**config.mk**
```make
export PLATFORM = sky130hd
export DESIGN_NAME = spi_master_mmio_flat
export DESIGN_NICKNAME = d
export VERILOG_FILES = /design/src/rtl/spi_master_mmio_if.sv /design/src/rtl/spi_master_mmio.sv /design/src/flat_wrapper.sv
export SDC_FILE = /design/constraint.sdc
export NUM_CORES = 1
export LEC_CHECK = 0
export ABC_AREA = 1
export BUFFER_PORTS_ARGS = -buffer_cell sky130_fd_sc_hd__buf_4
export CORE_AREA = 2 2 101 103
export DETAILED_ROUTE_END_ITERATION = 8
export DIE_AREA = 0 0 103 105
export PLACE_DENSITY = 0.86
export REMOVE_ABC_BUFFERS = 1
export SETUP_SLACK_MARGIN = 0.05
export SLEW_MARGIN = 20
export SYNTH_ARGS = -nofsm -noshare
export SYNTH_HDL_FRONTEND = slang
export SYNTH_SLANG_ARGS = --single-unit
```
**constraint.sdc**
```tcl
create_clock -name clk -period 2.6 [get_ports clk]
set_input_delay 0.26 -clock clk [delete_from_list [all_inputs] [get_ports clk]]
set_output_delay 0.26 -clock clk [all_outputs]
set_load 0.005 [all_outputs]
```
**src/rtl/spi_master_mmio_if.sv**
```systemverilog
// rtl/spi_master_mmio_if.sv - CPU data-port bundle between the core and the SPI master
interface spi_master_mmio_if #(
  parameter int W_CPU = 32
);
  logic             bus_wen;
  logic             bus_ren;
  logic [W_CPU-1:0] bus_addr;
  logic [W_CPU-1:0] bus_wdata;
  logic [W_CPU-1:0] bus_rdata;
  logic             bus_hit;

  modport master (
    output bus_wen, bus_ren, bus_addr, bus_wdata,
    input  bus_rdata, bus_hit
  );

  modport slave (
    input  bus_wen, bus_ren, bus_addr, bus_wdata,
    output bus_rdata, bus_hit
  );
endinterface

```
**src/rtl/spi_master_mmio.sv**
```systemverilog
// rtl/spi_master_mmio.sv - memory-mapped single-byte SPI master, mode 0, MSB first
module spi_master_mmio #(
  parameter int               W_CPU     = 32,
  parameter logic [W_CPU-1:0] BASE_ADDR = 32'h0000_FF00,
  parameter logic [15:0]      DIV_RST   = 16'd4
) (
  input  logic             clk,
  input  logic             rst,
  spi_master_mmio_if.slave bus,
  output logic             spi_sclk,
  output logic             spi_mosi,
  input  logic             spi_miso,
  output logic             spi_cs_n,
  output logic             irq
);

  typedef enum logic [1:0] {IDLE, ACTIVE, HOLD} state_t;

  state_t      state, state_next;
  logic [7:0]  shift_reg;
  logic [7:0]  rx_shift;
  logic [7:0]  rx_byte;
  logic [15:0] clkdiv;
  logic [15:0] div_lat;
  logic [15:0] div_cnt;
  logic [3:0]  half_cnt;
  logic        rx_valid, overrun, tx_drop;

  logic        hit, wr, rd, tx_wr, busy, wrap;
  logic        start, toggle, done;
  logic [1:0]  off;
  logic        unused_ok;

  assign hit   = (bus.bus_addr[W_CPU-1:4] == BASE_ADDR[W_CPU-1:4]);
  assign off   = bus.bus_addr[3:2];
  assign wr    = bus.bus_wen & hit;
  assign rd    = bus.bus_ren & hit;
  assign tx_wr = wr && (off == 2'd0);
  assign busy  = (state != IDLE);
  assign wrap  = (div_cnt == div_lat - 16'd1);

  assign bus.bus_hit = hit;
  assign spi_cs_n    = ~busy;
  assign irq         = rx_valid;
  assign unused_ok   = ^{bus.bus_wdata[W_CPU-1:16], bus.bus_addr[1:0]};

  // FSM state register
  always_ff @(posedge clk or negedge rst) begin
    if (!rst) state <= IDLE;
    else      state <= state_next;
  end

  // Next state plus the one-cycle strobes that drive the datapath
  always_comb begin
    state_next = state;
    start      = 1'b0;
    toggle     = 1'b0;
    done       = 1'b0;
    case (state)
      IDLE: begin
        if (tx_wr) begin
          start      = 1'b1;
          state_next = ACTIVE;
        end
      end
      ACTIVE: begin
        if (wrap) begin
          toggle = 1'b1;
          if (half_cnt == 4'd15) state_next = HOLD;
        end
      end
      HOLD: begin
        if (wrap) begin
          done       = 1'b1;
          state_next = IDLE;
        end
      end
      default: state_next = IDLE;
    endcase
  end

  // Shift engine: divider, SCLK generation, MOSI drive and MISO sampling
  always_ff @(posedge clk or negedge rst) begin
    if (!rst) begin
      shift_reg <= 8'd0;
      rx_shift  <= 8'd0;
      div_lat   <= DIV_RST;
      div_cnt   <= 16'd0;
      half_cnt  <= 4'd0;
      spi_sclk  <= 1'b0;
      spi_mosi  <= 1'b0;
    end else if (start) begin
      shift_reg <= bus.bus_wdata[7:0];
      div_lat   <= clkdiv;
      div_cnt   <= 16'd0;
      half_cnt  <= 4'd0;
      spi_sclk  <= 1'b0;
      spi_mosi  <= bus.bus_wdata[7];
    end else if (busy) begin
      div_cnt <= wrap ? 16'd0 : div_cnt + 16'd1;
      if (toggle) begin
        spi_sclk <= ~spi_sclk;
        half_cnt <= half_cnt + 4'd1;
        if (!half_cnt[0]) begin
          rx_shift <= {rx_shift[6:0], spi_miso};
        end else begin
          shift_reg <= {shift_reg[6:0], 1'b0};
          spi_mosi  <= shift_reg[6];
        end
      end
    end
  end

  // Software-visible registers; sets are placed after clears so a set wins
  always_ff @(posedge clk or negedge rst) begin
    if (!rst) begin
      rx_byte  <= 8'd0;
      rx_valid <= 1'b0;
      overrun  <= 1'b0;
      tx_drop  <= 1'b0;
      clkdiv   <= DIV_RST;
    end else begin
      if (rd && off == 2'd1) rx_valid <= 1'b0;
      if (wr && off == 2'd2 && bus.bus_wdata[2]) overrun <= 1'b0;
      if (wr && off == 2'd2 && bus.bus_wdata[3]) tx_drop <= 1'b0;
      if (wr && off == 2'd3)
        clkdiv <= (bus.bus_wdata[15:0] == 16'd0) ? 16'd1 : bus.bus_wdata[15:0];
      if (tx_wr && busy) tx_drop <= 1'b1;
      if (done) begin
        rx_byte  <= rx_shift;
        rx_valid <= 1'b1;
        if (rx_valid) overrun <= 1'b1;
      end
    end
  end

  // Combinational load data so single-cycle loads complete in place
  always_comb begin
    bus.bus_rdata = '0;
    if (hit) begin
      case (off)
        2'd1:    bus.bus_rdata[7:0]  = rx_byte;
        2'd2:    bus.bus_rdata[3:0]  = {tx_drop, overrun, rx_valid, busy};
        2'd3:    bus.bus_rdata[15:0] = clkdiv;
        default: bus.bus_rdata       = '0;
      endcase
    end
  end

endmodule

```
**src/flat_wrapper.sv**
```systemverilog
// flat-port wrapper written by rule: the top's interface ports become plain ports
module spi_master_mmio_flat 
#(
  parameter int               W_CPU     = 32,
  parameter logic [W_CPU-1:0] BASE_ADDR = 32'h0000_FF00,
  parameter logic [15:0]      DIV_RST   = 16'd4
)
  (clk, rst, spi_sclk, spi_mosi, spi_miso, spi_cs_n, irq, bus_bus_wen, bus_bus_ren, bus_bus_addr, bus_bus_wdata, bus_bus_rdata, bus_bus_hit);
  spi_master_mmio_if #(.W_CPU(W_CPU)) bus_i ();
  input  logic clk;
  input  logic rst;
  output logic spi_sclk;
  output logic spi_mosi;
  input  logic spi_miso;
  output logic spi_cs_n;
  output logic irq;
  input wire logic [$bits(bus_i.bus_wen)-1:0] bus_bus_wen;
  input wire logic [$bits(bus_i.bus_ren)-1:0] bus_bus_ren;
  input wire logic [$bits(bus_i.bus_addr)-1:0] bus_bus_addr;
  input wire logic [$bits(bus_i.bus_wdata)-1:0] bus_bus_wdata;
  output wire logic [$bits(bus_i.bus_rdata)-1:0] bus_bus_rdata;
  output wire logic [$bits(bus_i.bus_hit)-1:0] bus_bus_hit;
  assign bus_i.bus_wen = bus_bus_wen;
  assign bus_i.bus_ren = bus_bus_ren;
  assign bus_i.bus_addr = bus_bus_addr;
  assign bus_i.bus_wdata = bus_bus_wdata;
  assign bus_bus_rdata = bus_i.bus_rdata;
  assign bus_bus_hit = bus_i.bus_hit;
  spi_master_mmio #(.W_CPU(W_CPU), .BASE_ADDR(BASE_ADDR), .DIV_RST(DIV_RST)) u_core (.clk(clk), .rst(rst), .bus(bus_i), .spi_sclk(spi_sclk), .spi_mosi(spi_mosi), .spi_miso(spi_miso), .spi_cs_n(spi_cs_n), .irq(irq));
endmodule
```
# After elaboration in Yosys (flattened, before gate mapping)
# Index checks and enable logic that the tools add are counted.
[classes]
n_addsub = 3
eq_ne = 12
muxes = 39
n_bitwise = 6
reduce_logical = 20
[op_table]
columns = ["cell", "count"]
rows = [
  ["two-way mux 16 bit", 5],
  ["equality test 28 x 12 -> 1 bit (second input constant)", 1],
  ["two-way mux 7 bit", 4],
  ["two-way mux 1 bit", 19],
  ["adder 16 x 1 -> 16 bit (second input constant)", 1],
  ["equality test 16 bit", 1],
  ["zero test 16 bit", 1],
  ["subtractor 16 x 1 -> 16 bit (second input constant)", 1],
  ["two-way mux 4 bit", 3],
  ["case mux 4 bit (3 select lines)", 1],
  ["nonzero test 2 bit", 6],
  ["two-way mux 2 bit", 4],
  ["two-way mux 8 bit", 1],
  ["!= test 2 x 1 -> 1 bit (second input constant)", 4],
  ["case mux 4 bit (2 select lines)", 1],
  ["AND reduction 4 bit", 2],
  ["logical AND 1 bit", 7],
  ["equality test 2 bit (second input constant)", 3],
  ["case mux 2 bit (3 select lines)", 1],
  ["adder 4 x 1 -> 4 bit (second input constant)", 1],
  ["equality test 2 x 1 -> 1 bit (second input constant)", 2],
  ["equality test 4 bit (second input constant)", 1],
  ["zero test 2 bit", 2],
  ["inverter 1 bit", 4],
  ["other kinds (3)", 4],
]
[totals]
register_bits = 82
wordCells = 93

# Longest topological paths before layout
[logic_depth]
word_depth = 7
depth_mapped = 17

# Worst setup path after synthesis
# No wires, ideal clock.
[synth_path]
kind = "register -> register"
from = "reg u_core.div_lat[0]"
to = "reg u_core.rx_shift[0]"
t_arrival_ps = 1879
required_time_ps = 2482
slack_ps = 604
path_stages_with_launch = 16
path_cell_list = "dfrtp_1 > inv_1 > ha_1 > nand2_2 > nor2_2 > nand2_1 > nand3_1 > nand2_1 > nor2_1 > nand2_1 > nor2_1 > nand2_2 > inv_4 > nand3_4 > nand2_1 > nand2_1"
[synth_via]
elab_chain_len = 5
[synth_rtl]
columns = ["item", "line", "rtl"]
rows = [
  ["from (decl)", "spi_master_mmio.sv:24", "logic [15:0] div_lat;"],
  ["from (signal assigned)", "spi_master_mmio.sv:94", "div_lat <= clkdiv;"],
  ["subtractor 16 x 1 -> 16 bit", "spi_master_mmio.sv:40", "assign wrap = (div_cnt == div_lat - 16'd1);"],
  ["equality test 16 bit", "spi_master_mmio.sv:40", ""],
  ["two-way mux 1 bit", "spi_master_mmio.sv:67", "if (wrap) begin"],
  ["two-way mux 1 bit", "spi_master_mmio.sv:59", "case (state)"],
  ["AND reduction 4 bit (no source line)", "-", ""],
  ["to (signal assigned)", "spi_master_mmio.sv:105", "rx_shift <= {rx_shift[6:0], spi_miso};"],
  ["to (decl)", "spi_master_mmio.sv:21", "logic [7:0] rx_shift;"],
]
# No other way between the ends.
# A chain may end at the register's enable or synchronous reset.

# Final worst setup path
[layout_path]
from = "reg u_core.div_lat[0]"
to = "reg u_core.rx_shift[7]"
# Same word-level chain as after synthesis.

==> impl_metrics.toml <==
[outcome]
status = "completed"

[layout]
diodes = 0
fin_nets = 906
layout-area-overhead-vs-synth_pct = 17.4
layout.area.seq_um2 = 2050
fillCellCount = 884
reg.largest.list = "u_core.clkdiv (16), u_core.div_cnt (16), u_core.div_lat (16)"
finish.utilization = 0.636
share_of_cells_above_drive_strength_1 = 0.166
final_cell_count_no_fill = 972
multi_input_comb_area_um2 = 2720

[sta]
final.setup_skew_ns = 0.0121
timing.final.hold_violations = 0
timing_worst_slew_pin_value_ns = 0.662
timing.final.setup_violations = 0
grt_setup_unrepaired = "false"
slew_headroom = 0.557
fin_setup_tns_ns = 0
finalCriticalPeriod_ns = 2.30
fmax_ghz = 0.434
finalCritPeriodShare = 0.886
final_max_tran_viols = 0

[synthesis]
synth_largest_type_area_fraction = 0.383
synthDistinctLibCells = 44
synth-edff-count = 0
synth_area_leader_cell = "dfrtp_1"
yosys_most_used_dff = "dfrtp_1"
synth-seq-cells = 82
postSynthAreaPerCell_um2 = 6.99
synthArstFlopShare = 1.00
synth_seq_area_share = 0.393
gate_count_of_the_mapped_netlist = 748
yosys-top-cells-area = "dfrtp_1 38%, nand2_1 18%, nand3_1 7.6%"
mappedNetlistArea_um2 = 5230
yosysWarningCount = 0

[die]
coreArea_um2 = 9640
dieArea_um2 = 10800
io-pin-count = 106
placement_rows = 36
chipHeight_um = 105
floorplan.die.width_um = 103
initial_core_util = 0.542

[setup_path]
path_common_cell = "nand2_1"
cp_data_required_time_ns = 2.90
worstSetupStartpointType = "flip-flop"
setup.worst_path.end_class = "flip-flop"
cpPeakStageDelay_ns = 0.37
path_cells = "inv_1, ha_1, inv_1, nand2_1, nand2_1, nor2_1, nand2_1, nor2_1, nand3_1, nor2_1, nand2_1, nor2_2, nand2_2, nor2_4, buf_12, nand3_1, nand2_1"
critical_path_arrival_ns = 2.60
critical_setup_path_class = "reg2reg"
reg2reg_slack_ns = 0.30
r2r_cells = 17
path_max_fanout = 12
critical-path-slowest-cell = "dfrtp_1"

[route]
drt_iter0_markers = 348
drtAntennaViolNets = 0
route.detailed.wl_per_inst_um = 13.5
met1_length_mm = 5.69
drt-vias-per-instance = 5.27
dr_vias = 5120
highest-signal-layer = "met4"
routed_length_on_met3_um = 786
first_pass_iters = 5
routed_wirelength_mm = 13.1
wire_length_on_met2_mm = 6.45
drc = 0

[placement]
dpl.cell_count = 954
port-buffer-count = 71
place_hpwl_mm = 10.1
routabilityCongestion = 0.871

[cts]
skew_pair_late_insertion_delay_ns = 0.36
cts_made_buffers = 9
ctsRootBufferMaster = "clkbuf_8"
worst_setup_hold_path_clk_slew_ns = 0.09
cts.sinks = 82
tritoncts = "built"
cts.htree.levels = 3
cts_buffer_depth = 2

[power_and_ir_drop]
power.density_nw_per_um2 = 369
irDropWorstVdd_mv = 0.321
static-leakage-power_nw = 3.04

[min_path]
worst_min_path_class = "in2reg"
hold_depth = 3

[global_routing]
antenna_violations_before_repair = 0
grt_pass1_wl_mm = 22.1
track_usage = 0.256
grt_start_max_net_pins = 46
via_count_of_the_first_global_routing_pass = 4776
globalRoute.totalOverflow = 0

[run]
maxCapViolations = 0
==> cells by family (layout without fill, tap and decap cells) <==
group | after synthesis | count (layout) | synth area share
fa+ha+maj | 3 | 3 | 0.00718
simple gates | 460 | 460 | 0.396
other cells | 1 | 16 | 0.000718
xor+xnor | 19 | 19 | 0.0318
flops | 82 | 82 | 0.393
buf+inv | 114 | 190 | 0.0986
compound gates | 69 | 69 | 0.0725
==> critical path: cells and delay by family (launching register included) <==
family / cells / cell delay, ns
adder cells (fa/ha/maj): 1 / 0.29
flip-flops: 1 / 0.37
buffers and inverters: 3 / 0.25
AND/OR/NAND/NOR: 13 / 1.35
==> final cells by class <==
class | count | area share
clock buffer | 10 | 0.0208
multi-input combinational | 567 | 0.444
inverter | 83 | 0.0512
timing repair buffer | 91 | 0.114
tap | 133 | 0.0271
clock inverter | 6 | 0.00816
sequential | 82 | 0.335
==> per-stage QoR <==
| stage | power, mW | hold WS (ns) | setup WS, ns | instance area, um^2 |
|---|---|---|---|---|
| global route | 2.35 | 0.138 | 0.0487 | 6130 |
| CTS | 2.27 | 0.118 | 0.158 | 6100 |
| global placement | 1.44 | 0.290 | 0.308 | 5920 |
| finish | 2.26 | 0.120 | 0.295 | 6130 |
| floorplan | 1.33 | -0.0356 | 0.350 | 5080 |
| detailed placement | 1.44 | 0.289 | 0.191 | 5920 |
==> cell usage after synthesis, types with 3 or more instances <==
cell / n
xnor2_1: 6
nand4_1: 11
clkbuf_1: 9
xor2_1: 13
a21oi_1: 7
nand3_1: 79
ha_1: 3
dfrtp_1: 80
o22ai_1: 11
nor4_1: 10
o21ai_0: 42
nor2_1: 54
nor2_4: 5
nor3_1: 21
inv_1: 80
nand2_1: 246
nor2_2: 8
a31oi_1: 3
buf_4: 18
nand2_2: 6
nand3b_1: 7
==> final timing paths <==
path | from | end
min in group asynchronous | rst | u_core.rx_shift[0]$_DFFE_PN0P_
worst min-delay path | spi_miso | u_core.rx_shift[0]$_DFFE_PN0P_
worst max register to register | u_core.div_lat[0]$_DFFE_PN0P_ | u_core.rx_shift[7]$_DFFE_PN0P_
max in group asynchronous | rst | u_core.div_lat[2]$_DFFE_PN1P_
worst min register to register | u_core.rx_byte[3]$_DFFE_PN0P_ | u_core.rx_byte[3]$_DFFE_PN0P_
worst max-delay path | u_core.div_lat[0]$_DFFE_PN0P_ | u_core.rx_shift[7]$_DFFE_PN0P_
==> layer usage <==
metal	track usage	vias up
met3	0.0308	25
met4	0.0695	0
li1	-	2552
met1	0.354	2371
met5	0	-
met2	0.424	172
==> placed cells by master (no fill, tap or decap), types with 10 or more instances in the layout <==
cell / n
buf_4: 89
conb_1: 16
dfrtp_1: 80
inv_1: 80
nand2_1: 245
nand3_1: 78
nand4_1: 11
nor2_1: 53
nor3_1: 21
nor4_1: 10
o21ai_0: 42
o22ai_1: 11
xor2_1: 13
==> what timing repair did <==
action	CTS	global route
buffers inserted	0	1
endpoints found under the setup margin	0	29
hold endpoints to repair	42	0
hold buffers	1	0
gates resized for setup	0	3
==> report_power, final <==
| part | total [mW] | internal (mW) | switching [mW] |
|---|---|---|---|
| registers | 1.27 | 1.27 | 0.00000000805 |
| clock network | 0.850 | 0.357 | 0.493 |
| logic | 0.140 | 0.0624 | 0.0773 |
| total | 2.26 | 1.69 | 0.570 |
Note: power is estimated with default switching activity, not from simulation.
